**src/rtl/decode_queue.sv**
```systemverilog
// RV32 instruction decoder feeding a DEPTH-entry FIFO of decoded fields.
// Sits between fetch and issue; illegal encodings are queued and flagged.
module decode_queue #(
  parameter int unsigned DEPTH = 2,
  parameter bit          RV32E = 1'b0,
  parameter bit          M_EXT = 1'b0
) (
  input  logic        clk,
  input  logic        rst,
  input  logic        flush,
  input  logic        in_valid,
  output logic        in_ready,
  input  logic [31:0] in_instr,
  input  logic [31:0] in_pc,
  output logic        out_valid,
  input  logic        out_ready,
  output logic [31:0] out_pc,
  output logic [9:0]  out_class,
  output logic [31:0] out_imm,
  output logic        out_imm_valid,
  output logic [4:0]  out_rs1,
  output logic        out_rs1_valid,
  output logic [4:0]  out_rs2,
  output logic        out_rs2_valid,
  output logic [4:0]  out_rd,
  output logic        out_rd_valid,
  output logic [2:0]  out_funct3,
  output logic        out_funct3_valid,
  output logic [6:0]  out_funct7,
  output logic        out_funct7_valid,
  output logic        out_illegal
);

  localparam int AW = (DEPTH > 1) ? $clog2(DEPTH) : 1;
  localparam int CW = $clog2(DEPTH) + 1;

  typedef enum logic [2:0] {
    FMT_NONE, FMT_R, FMT_I, FMT_S, FMT_B, FMT_U, FMT_J
  } fmt_e;

  typedef struct packed {
    logic [31:0] pc;
    logic [9:0]  cls;
    logic [31:0] imm;
    logic        imm_v;
    logic [4:0]  rs1;
    logic        rs1_v;
    logic [4:0]  rs2;
    logic        rs2_v;
    logic [4:0]  rd;
    logic        rd_v;
    logic [2:0]  f3;
    logic        f3_v;
    logic [6:0]  f7;
    logic        f7_v;
    logic        illegal;
  } entry_t;

  entry_t          dec;
  fmt_e            fmt;
  logic            r_bad;
  logic            e_bad;
  entry_t          mem [DEPTH];
  logic [AW-1:0]   rptr;
  logic [AW-1:0]   wptr;
  logic [CW-1:0]   count;
  logic            push;
  logic            pop;

  // NOTE: every variable gets a default at the top of the always_comb so no
  // path leaves it unassigned; a missing default would infer a latch.
  always_comb begin
    dec     = '0;
    fmt     = FMT_NONE;
    r_bad   = 1'b0;
    e_bad   = 1'b0;
    dec.pc  = in_pc;
    dec.rs1 = in_instr[19:15];
    dec.rs2 = in_instr[24:20];
    dec.rd  = in_instr[11:7];
    dec.f3  = in_instr[14:12];
    dec.f7  = in_instr[31:25];

    case (in_instr[6:0])
      7'b0110011: begin dec.cls[0] = 1'b1; fmt = FMT_R; end
      7'b0010011: begin dec.cls[1] = 1'b1; fmt = FMT_I; end
      7'b0000011: begin dec.cls[2] = 1'b1; fmt = FMT_I; end
      7'b0100011: begin dec.cls[3] = 1'b1; fmt = FMT_S; end
      7'b1100011: begin dec.cls[4] = 1'b1; fmt = FMT_B; end
      7'b1101111: begin dec.cls[5] = 1'b1; fmt = FMT_J; end
      7'b1100111: begin dec.cls[6] = 1'b1; fmt = FMT_I; end
      7'b0110111: begin dec.cls[7] = 1'b1; fmt = FMT_U; end
      7'b0010111: begin dec.cls[8] = 1'b1; fmt = FMT_U; end
      7'b1110011: begin dec.cls[9] = 1'b1; fmt = FMT_I; end
      default:    fmt = FMT_NONE;
    endcase

    case (fmt)
      FMT_R: begin
        dec.rs1_v = 1'b1; dec.rs2_v = 1'b1; dec.rd_v = 1'b1;
        dec.f3_v  = 1'b1; dec.f7_v  = 1'b1;
      end
      FMT_I: begin
        dec.imm   = {{20{in_instr[31]}}, in_instr[31:20]};
        dec.imm_v = 1'b1; dec.rs1_v = 1'b1; dec.rd_v = 1'b1; dec.f3_v = 1'b1;
        // Shift-immediates carry their arithmetic/logical selector in funct7.
        dec.f7_v  = dec.cls[1] && (dec.f3 == 3'b001 || dec.f3 == 3'b101);
      end
      FMT_S: begin
        dec.imm   = {{20{in_instr[31]}}, in_instr[31:25], in_instr[11:7]};
        dec.imm_v = 1'b1; dec.rs1_v = 1'b1; dec.rs2_v = 1'b1; dec.f3_v = 1'b1;
      end
      FMT_B: begin
        dec.imm   = {{20{in_instr[31]}}, in_instr[7], in_instr[30:25],
                     in_instr[11:8], 1'b0};
        dec.imm_v = 1'b1; dec.rs1_v = 1'b1; dec.rs2_v = 1'b1; dec.f3_v = 1'b1;
      end
      FMT_U: begin
        dec.imm   = {in_instr[31:12], 12'b0};
        dec.imm_v = 1'b1; dec.rd_v = 1'b1;
      end
      FMT_J: begin
        dec.imm   = {{12{in_instr[31]}}, in_instr[19:12], in_instr[20],
                     in_instr[30:21], 1'b0};
        dec.imm_v = 1'b1; dec.rd_v = 1'b1;
      end
      default: ;
    endcase

    r_bad = (fmt == FMT_R) &&
            !((dec.f7 == 7'h00) ||
              (dec.f7 == 7'h20 && (dec.f3 == 3'b000 || dec.f3 == 3'b101)) ||
              (M_EXT && dec.f7 == 7'h01));
    e_bad = RV32E && ((dec.rs1_v && dec.rs1[4]) ||
                      (dec.rs2_v && dec.rs2[4]) ||
                      (dec.rd_v  && dec.rd[4]));
    dec.illegal = (in_instr[1:0] != 2'b11) || (fmt == FMT_NONE) || r_bad || e_bad;
  end

  assign in_ready  = rst && (count < CW'(DEPTH));
  assign out_valid = (count != '0);
  assign push      = in_valid && in_ready && !flush;
  assign pop       = out_valid && out_ready && !flush;

  function automatic logic [AW-1:0] ptr_inc(input logic [AW-1:0] p);
    return (p == AW'(DEPTH - 1)) ? '0 : p + 1'b1;
  endfunction

  // NOTE: state flops use non-blocking assignments so every flop samples the
  // pre-edge values regardless of statement order.
  always_ff @(posedge clk or negedge rst) begin
    if (!rst) begin
      count <= '0;
      rptr  <= '0;
      wptr  <= '0;
    end else if (flush) begin
      count <= '0;
      rptr  <= '0;
      wptr  <= '0;
    end else begin
      if (push) wptr <= ptr_inc(wptr);
      if (pop)  rptr <= ptr_inc(rptr);
      case ({push, pop})
        2'b10:   count <= count + 1'b1;
        2'b01:   count <= count - 1'b1;
        default: count <= count;
      endcase
    end
  end

  // NOTE: payload storage has no reset; out_valid qualifies it, and leaving it
  // unreset lets it map onto plain RAM/flops without reset routing.
  always_ff @(posedge clk) begin
    if (push) mem[wptr] <= dec;
  end

  entry_t head;
  assign head = mem[rptr];

  assign out_pc           = head.pc;
  assign out_class        = head.cls;
  assign out_imm          = head.imm;
  assign out_imm_valid    = head.imm_v;
  assign out_rs1          = head.rs1;
  assign out_rs1_valid    = head.rs1_v;
  assign out_rs2          = head.rs2;
  assign out_rs2_valid    = head.rs2_v;
  assign out_rd           = head.rd;
  assign out_rd_valid     = head.rd_v;
  assign out_funct3       = head.f3;
  assign out_funct3_valid = head.f3_v;
  assign out_funct7       = head.f7;
  assign out_funct7_valid = head.f7_v;
  assign out_illegal      = head.illegal;

endmodule

```
**config.mk**
```make
export PLATFORM = sky130hd
export DESIGN_NAME = decode_queue
export DESIGN_NICKNAME = d
export VERILOG_FILES = /design/src/rtl/decode_queue.sv
export SDC_FILE = /design/constraint.sdc
export NUM_CORES = 1
export LEC_CHECK = 0
export ABC_AREA = 1
export ABC_CLOCK_PERIOD_IN_PS = 10300
export CORE_ASPECT_RATIO = 0.9
export CORE_UTILIZATION = 50
export DETAILED_ROUTE_END_ITERATION = 8
export GPL_TIMING_DRIVEN = 1
export HOLD_SLACK_MARGIN = 0.1
export PLACE_DENSITY = 0.78
export SYNTH_ARGS = -nofsm -noshare
export SYNTH_HDL_FRONTEND = slang
export SYNTH_SLANG_ARGS = --single-unit
```
**constraint.sdc**
```tcl
create_clock -name clk -period 10.3 [get_ports clk]
set_input_delay 2.06 -clock clk [delete_from_list [all_inputs] [get_ports clk]]
set_output_delay 2.06 -clock clk [all_outputs]
set_load 0.05 [all_outputs]
```
==> impl_metrics.env, run 1 <==
export IMPL_status="complete, no violations"
export IMPL_initial_utilization_pct=51.8
export IMPL_cp_start_kind="primary input"
export IMPL_leakagePower_nw=4.75
export IMPL_holdBufCountCts=0
export IMPL_synth_top_cell_area_share_pct=71.4
export IMPL_cp_startpoint="rst"
export IMPL_switching_share_pct=26.9
export IMPL_hp_class="reg -> reg"
export IMPL_totalWireLength_um=19100
export IMPL_r2r_cells=6
export IMPL_n_antenna_cell=0
export IMPL_synth_top_area_cell="edfxtp_1"
export IMPL_ys_warn_count=0
export IMPL_drive_gt1_share_pct=5.29
export IMPL_ioPinCount=177
export IMPL_total_power_mw=2.23
export IMPL_endpoint_kind="output pin"
export IMPL_area_growth_pct=30.9
export IMPL_reg2reg_slack_ns=7.65
export IMPL_design_die_area_um2=18200
export IMPL_place_ws_ns=4.65
export IMPL_clk_insertion_delay_late_ns=0.50
export IMPL_r2r_end="mem[0][98]"
export IMPL_skew_ns=0.0117
export IMPL_combPwrFrac_pct=17.5
export IMPL_clock_root_buffer="clkbuf_16"
export IMPL_finalNetCount=1055
export IMPL_relSlewSlack_pct=30.7
export IMPL_antenna_found_initial=0
export IMPL_cp_max_fo=6
export IMPL_power_density_nw_per_um2=193
export IMPL_cts_made_buffers=23
export IMPL_synth_seq_cells=214
export IMPL_cp_required_ns=8.24
export IMPL_portBuffers=176
export IMPL_slowest_delay_ns=0.79
export IMPL_drt_pass1_iterations=5
export IMPL_h_tree_depth=1
export IMPL_drc=0
export IMPL_clockBufferDepth=3
export IMPL_grt_pass1_wl_um=28900
export IMPL_r2r_start="count[1]"
export IMPL_fp_row_count=45
export IMPL_slew_violations=0
export IMPL_p_int_mw=1.63
export IMPL_die_height_um=128
export IMPL_cts_setup_buffers=0
export IMPL_endpoint="in_ready"
export IMPL_seq_area_frac_synth_pct=72.6
export IMPL_worst_ir_drop_vdd_mv=0.143
export IMPL_syn_area_per_cell_um2=10.8
export IMPL_setup_tns_ns=0
export IMPL_via_per_inst=4.94
export IMPL_postSynthCellCount=814
export IMPL_clk_pin_slew_ns=0.06
export IMPL_routabilityCongestion=0.847
export IMPL_placed_area_um2=10800
export IMPL_cts_sinks=214
export IMPL_syn_nets=883
export IMPL_design_area_um2=11600
export IMPL_slowest_stage="clkdlybuf4s50_1"
export IMPL_tightest_slew_ns=1.04
export IMPL_core_area_um2=17100
export IMPL_pwr_share_clk_pct=38.2
export IMPL_grt_util_all_layers_pct=20.7
export IMPL_critPathMostFrequentCell="clkdlybuf4s50_1"
export IMPL_drt_iter0_markers=400
export IMPL_critPathKind="in -> out"
export IMPL_ant_nets=0
export IMPL_syn_area_um2=8830
export IMPL_vias=6107
export IMPL_cts_resized=0
export IMPL_hold_viol=0
export IMPL_grt_ovfl_total=0
export IMPL_routedWlPerCell_um=15.4
export IMPL_fin_crit_sh_pct=55.0
export IMPL_arrival_ns=3.61
export IMPL_min_period_ns=5.67
export IMPL_hpwl_um=12100
export IMPL_power_frac_seq_pct=44.4
export IMPL_synthTopCellsByArea="edfxtp_1, nand2_1, nor2_1, inv_1, o21ai_0"
export IMPL_max_freq_mhz=176
export IMPL_grt_max_degree=97
export IMPL_setup_slack_ns=4.63
export IMPL_whs_ns=0.574
export IMPL_yosys_cell_types_count=23
export IMPL_p_sw_uw=598
export IMPL_rsz0062_at_grt="no"
export IMPL_die_x_um=142
export IMPL_cp_cell_sequence="clkdlybuf4s50_1, nand2_1, inv_1, clkdlybuf4s50_1"
export IMPL_grt_pass1_vias=5604
export IMPL_max_cap_viol_count=0
export IMPL_cts_tree="built"
export IMPL_setup_viol=0
[cell usage in the layout (no fill, tap or decap), drive strengths merged]
| master | Yosys | layout |
|---|---|---|
| nand2 | 400 | 400 |
| edfxtp | 210 | 210 |
| clkdlybuf4s50 | 0 | 176 |
| nor2 | 63 | 63 |
| inv | 42 | 41 |
| clkbuf | 19 | 24 |
| o21ai | 23 | 23 |
| nand3 | 21 | 21 |
| a21oi | 13 | 13 |
| clkinv | 0 | 12 |
| bufinv | 0 | 5 |
| buf | 15 | 5 |
| dfrtp | 4 | 4 |
| nand4 | 3 | 3 |
| nor3 | 1 | 1 |
| clkinvlp | 0 | 1 |
[registers in the layout (all words and copies together), names as in the netlist]
name	cells
mem	210
wptr	1
count	2
rptr	1
[how the worst min path moves through the flow]
stage / start / to / slack, ns / depth (start not counted)
after CTS: count[1] / count[1] / 0.57 / 2
final: count[1] / count[1] / 0.57 / 2
after detailed placement: count[1] / count[1] / 0.56 / 2
after global routing: count[1] / count[1] / 0.62 / 2
after floorplan: wptr / wptr / 0.52 / 2
after global placement: count[0] / count[0] / 0.55 / 2
[metal layers]
| metal | vias up | GRT usage (%) | routed length, um |
|---|---|---|---|
| met5 | - | 0 | 0 |
| li1 | 3021 | - | - |
| met1 | 2823 | 27.1 | 7870 |
| met4 | 0 | 5.69 | 368 |
| met2 | 233 | 34.5 | 9130 |
| met3 | 30 | 5.04 | 1740 |
[power groups by stage]
stage               Sequential, mW  Combinational (mW)  Clock, mW
finish                       0.988               0.389      0.849
CTS                          0.988               0.392      0.859
global route                 0.990               0.410      0.899
floorplan                     1.00               0.248          0
global placement              1.01               0.386          0
detailed placement            1.01               0.390          0
[area by class of cell]
type,count,area (um^2)
Sequential cell,214,6410
Tap cell,235,294
Multi-Input combinational cell,524,2100
Timing Repair Buffer,181,1800
Inverter,42,161
Clock buffer,24,579
Clock inverter,17,209
Fill cell,1241,5500
[critical path, delay by kind of cell]
family	cells	cell delay, ns
and+or+nand+nor	1	0.10
buffers and inverters	3	1.45
[synthesized netlist by cell type]
library cell / number
nand2_1: 396
o21ai_4: 1
buf_1: 5
nand2_2: 3
nor2_2: 2
nand3_4: 1
a21oi_1: 13
buf_4: 2
nor3_1: 1
dfrtp_1: 4
buf_2: 5
buf_8: 1
nand2_4: 1
inv_1: 40
nand4_1: 3
clkbuf_1: 19
nor2_1: 60
buf_6: 2
edfxtp_1: 210
nand3_1: 20
o21ai_0: 22
inv_2: 2
nor2_4: 1
[stage by stage]
stage | util [%] | std cells
detailed placement | 63.1 | 1196
finish | 67.7 | 1237
floorplan | - | 814
CTS | 67.7 | 1237
global placement | 63.1 | 1196
global route | 67.7 | 1237
[logic make-up (layout without fill, tap and decap cells)]
| logic type | Yosys count | count (layout) | synth area share, % |
|---|---|---|---|
| compound gates | 36 | 36 | 2.17 |
| simple gates | 488 | 488 | 21.6 |
| flops | 214 | 214 | 72.6 |
| buf+inv | 76 | 264 | 3.68 |
(Power assumes the default switching activity.)
==> run 2, diff against run 1 <==
--- a/config.mk
+++ b/config.mk
@@ -6,7 +6,7 @@
 export NUM_CORES = 1
 export LEC_CHECK = 0
 export ABC_AREA = 1
-export ABC_CLOCK_PERIOD_IN_PS = 10300
+export ABC_CLOCK_PERIOD_IN_PS = 5300
 export CORE_ASPECT_RATIO = 0.9
 export CORE_UTILIZATION = 50
 export DETAILED_ROUTE_END_ITERATION = 8
==> constraint.sdc (replaced) <==
create_clock -name clk -period 5.3 [get_ports clk]
set_input_delay 1.06 -clock clk [delete_from_list [all_inputs] [get_ports clk]]
set_output_delay 1.06 -clock clk [all_outputs]
set_load 0.05 [all_outputs]
==> impl_metrics.env, run 2 (synthesized netlist as in run 1, its figures left out) <==
export IMPL_n_antenna_cell=0
export IMPL_cp_required_ns=4.24
export IMPL_clk_pin_slew_ns=0.06
export IMPL_die_height_um=128
export IMPL_power_density_nw_per_um2=367
export IMPL_h_tree_depth=1
export IMPL_clock_root_buffer="clkbuf_16"
export IMPL_clk_insertion_delay_late_ns=0.50
export IMPL_design_area_um2=11600
export IMPL_grt_ovfl_total=0
export IMPL_cts_setup_buffers=0
export IMPL_r2r_cells=4
export IMPL_r2r_start="count[1]"
export IMPL_hold_start="count[0]"
export IMPL_hpwl_um=12500
export IMPL_min_path_cells=2
export IMPL_routabilityCongestion=0.835
export IMPL_critPathKind="reg -> out"
export IMPL_cp_start_kind="register"
export IMPL_vias=6222
export IMPL_drt_pass1_iterations=5
export IMPL_r2r_end="mem[1][26]"
export IMPL_cts_tree="built"
export IMPL_totalWireLength_um=19700
export IMPL_slew_violations=0
export IMPL_setup_tns_ns=0
export IMPL_min_period_ns=4.02
export IMPL_worst_ir_drop_vdd_mv=0.260
export IMPL_max_cap_viol_count=0
export IMPL_fin_crit_sh_pct=75.9
export IMPL_cts_sinks=214
export IMPL_grt_max_degree=106
export IMPL_initial_utilization_pct=51.8
export IMPL_placed_area_um2=10800
export IMPL_tightest_slew_ns=1.17
export IMPL_reg_top3="mem: 210 flops, count: 2 flops"
export IMPL_die_x_um=142
export IMPL_ioPinCount=177
export IMPL_arrival_ns=2.96
export IMPL_holdBufCountCts=0
export IMPL_routedWlPerCell_um=15.9
export IMPL_via_per_inst=5.03
export IMPL_relSlewSlack_pct=21.9
export IMPL_setup_slack_ns=1.28
export IMPL_hp_class="reg -> reg"
export IMPL_min_delay_worst_endpoint="count[0]"
export IMPL_endpoint_kind="output pin"
export IMPL_skew_ns=0.00896
export IMPL_finalNetCount=1055
export IMPL_grt_pass1_wl_um=30300
export IMPL_area_growth_pct=30.9
export IMPL_drive_gt1_share_pct=5.49
export IMPL_status="complete, no violations"
export IMPL_leakagePower_nw=4.74
export IMPL_largest_register="mem"
export IMPL_portBuffers=176
export IMPL_cts_made_buffers=22
export IMPL_setup_viol=0
export IMPL_final_cell_mix="nand2_1, edfxtp_1, clkdlybuf4s50_1"
export IMPL_utilization_pct=67.8
export IMPL_cts_resized=0
export IMPL_fp_row_count=45
export IMPL_core_area_um2=17100
export IMPL_antenna_found_initial=0
export IMPL_cp_max_fo=105
export IMPL_place_ws_ns=1.49
export IMPL_max_freq_mhz=248
export IMPL_grt_pass1_vias=5778
export IMPL_ant_nets=0
export IMPL_drt_iter0_markers=364
export IMPL_design_die_area_um2=18200
export IMPL_final_common_cell="nand2_1"
export IMPL_largest_register_ff_count=210
export IMPL_drc=0
export IMPL_clockBufferDepth=3
export IMPL_rsz0062_at_grt="no"
export IMPL_reg2reg_slack_ns=2.98
export IMPL_grt_util_all_layers_pct=21.8
export IMPL_hold_viol=0
[run 2: critical path: stages (launching register included)]
cell and delay [ns]:
dfrtp_4 0.41, buf_4 0.85, nand2_1 0.13, nand2_1 0.17, clkdlybuf4s50_1 0.82
[run 2: layout make-up]
type / instances / area, um^2
Clock buffer: 23 / 576
Inverter: 42 / 161
Multi-Input combinational cell: 524 / 2110
Tap cell: 235 / 294
Sequential cell: 214 / 6410
Fill cell: 1225 / 5500
Clock inverter: 17 / 168
Timing Repair Buffer: 182 / 1840
[run 2: worst max path at each step]
stage,startpoint,slack (ns),end
after detailed placement,in_instr[3],1.49,mem[0][59]
final,rptr,1.28,out_imm[1]
after CTS,rptr,1.25,out_funct7[1]
after global routing,rptr,1.08,out_imm[1]
after global placement,in_instr[1],1.60,mem[0][57]
after floorplan,in_valid,1.08,mem[1][0]
[run 2: stage by stage]
step / hold WS [ns] / std cells / power [mW]
6_report: 0.573 / 1237 / 4.25
5_1_grt: 0.638 / 1237 / 4.38
4_1_cts: 0.576 / 1237 / 4.26
3_5_place_dp: 0.562 / 1197 / 2.72
3_3_place_gp: 0.565 / 1197 / 2.71
2_1_floorplan: 0.519 / 814 / 2.43
[run 2: report_power, final]
| part | internal (mW) | switching (mW) |
|---|---|---|
| logic | 0.238 | 0.539 |
| registers | 1.90 | 0.00991 |
| clock network | 0.936 | 0.626 |
| total | 3.07 | 1.17 |
[run 2: routing by layer]
layer	vias to the layer above	global-route usage, %	routed length, um
li1	3026	-	-
met4	0	5.50	445
met2	242	36.8	9380
met5	-	0	0
met3	35	4.86	1600
met1	2919	28.9	8280
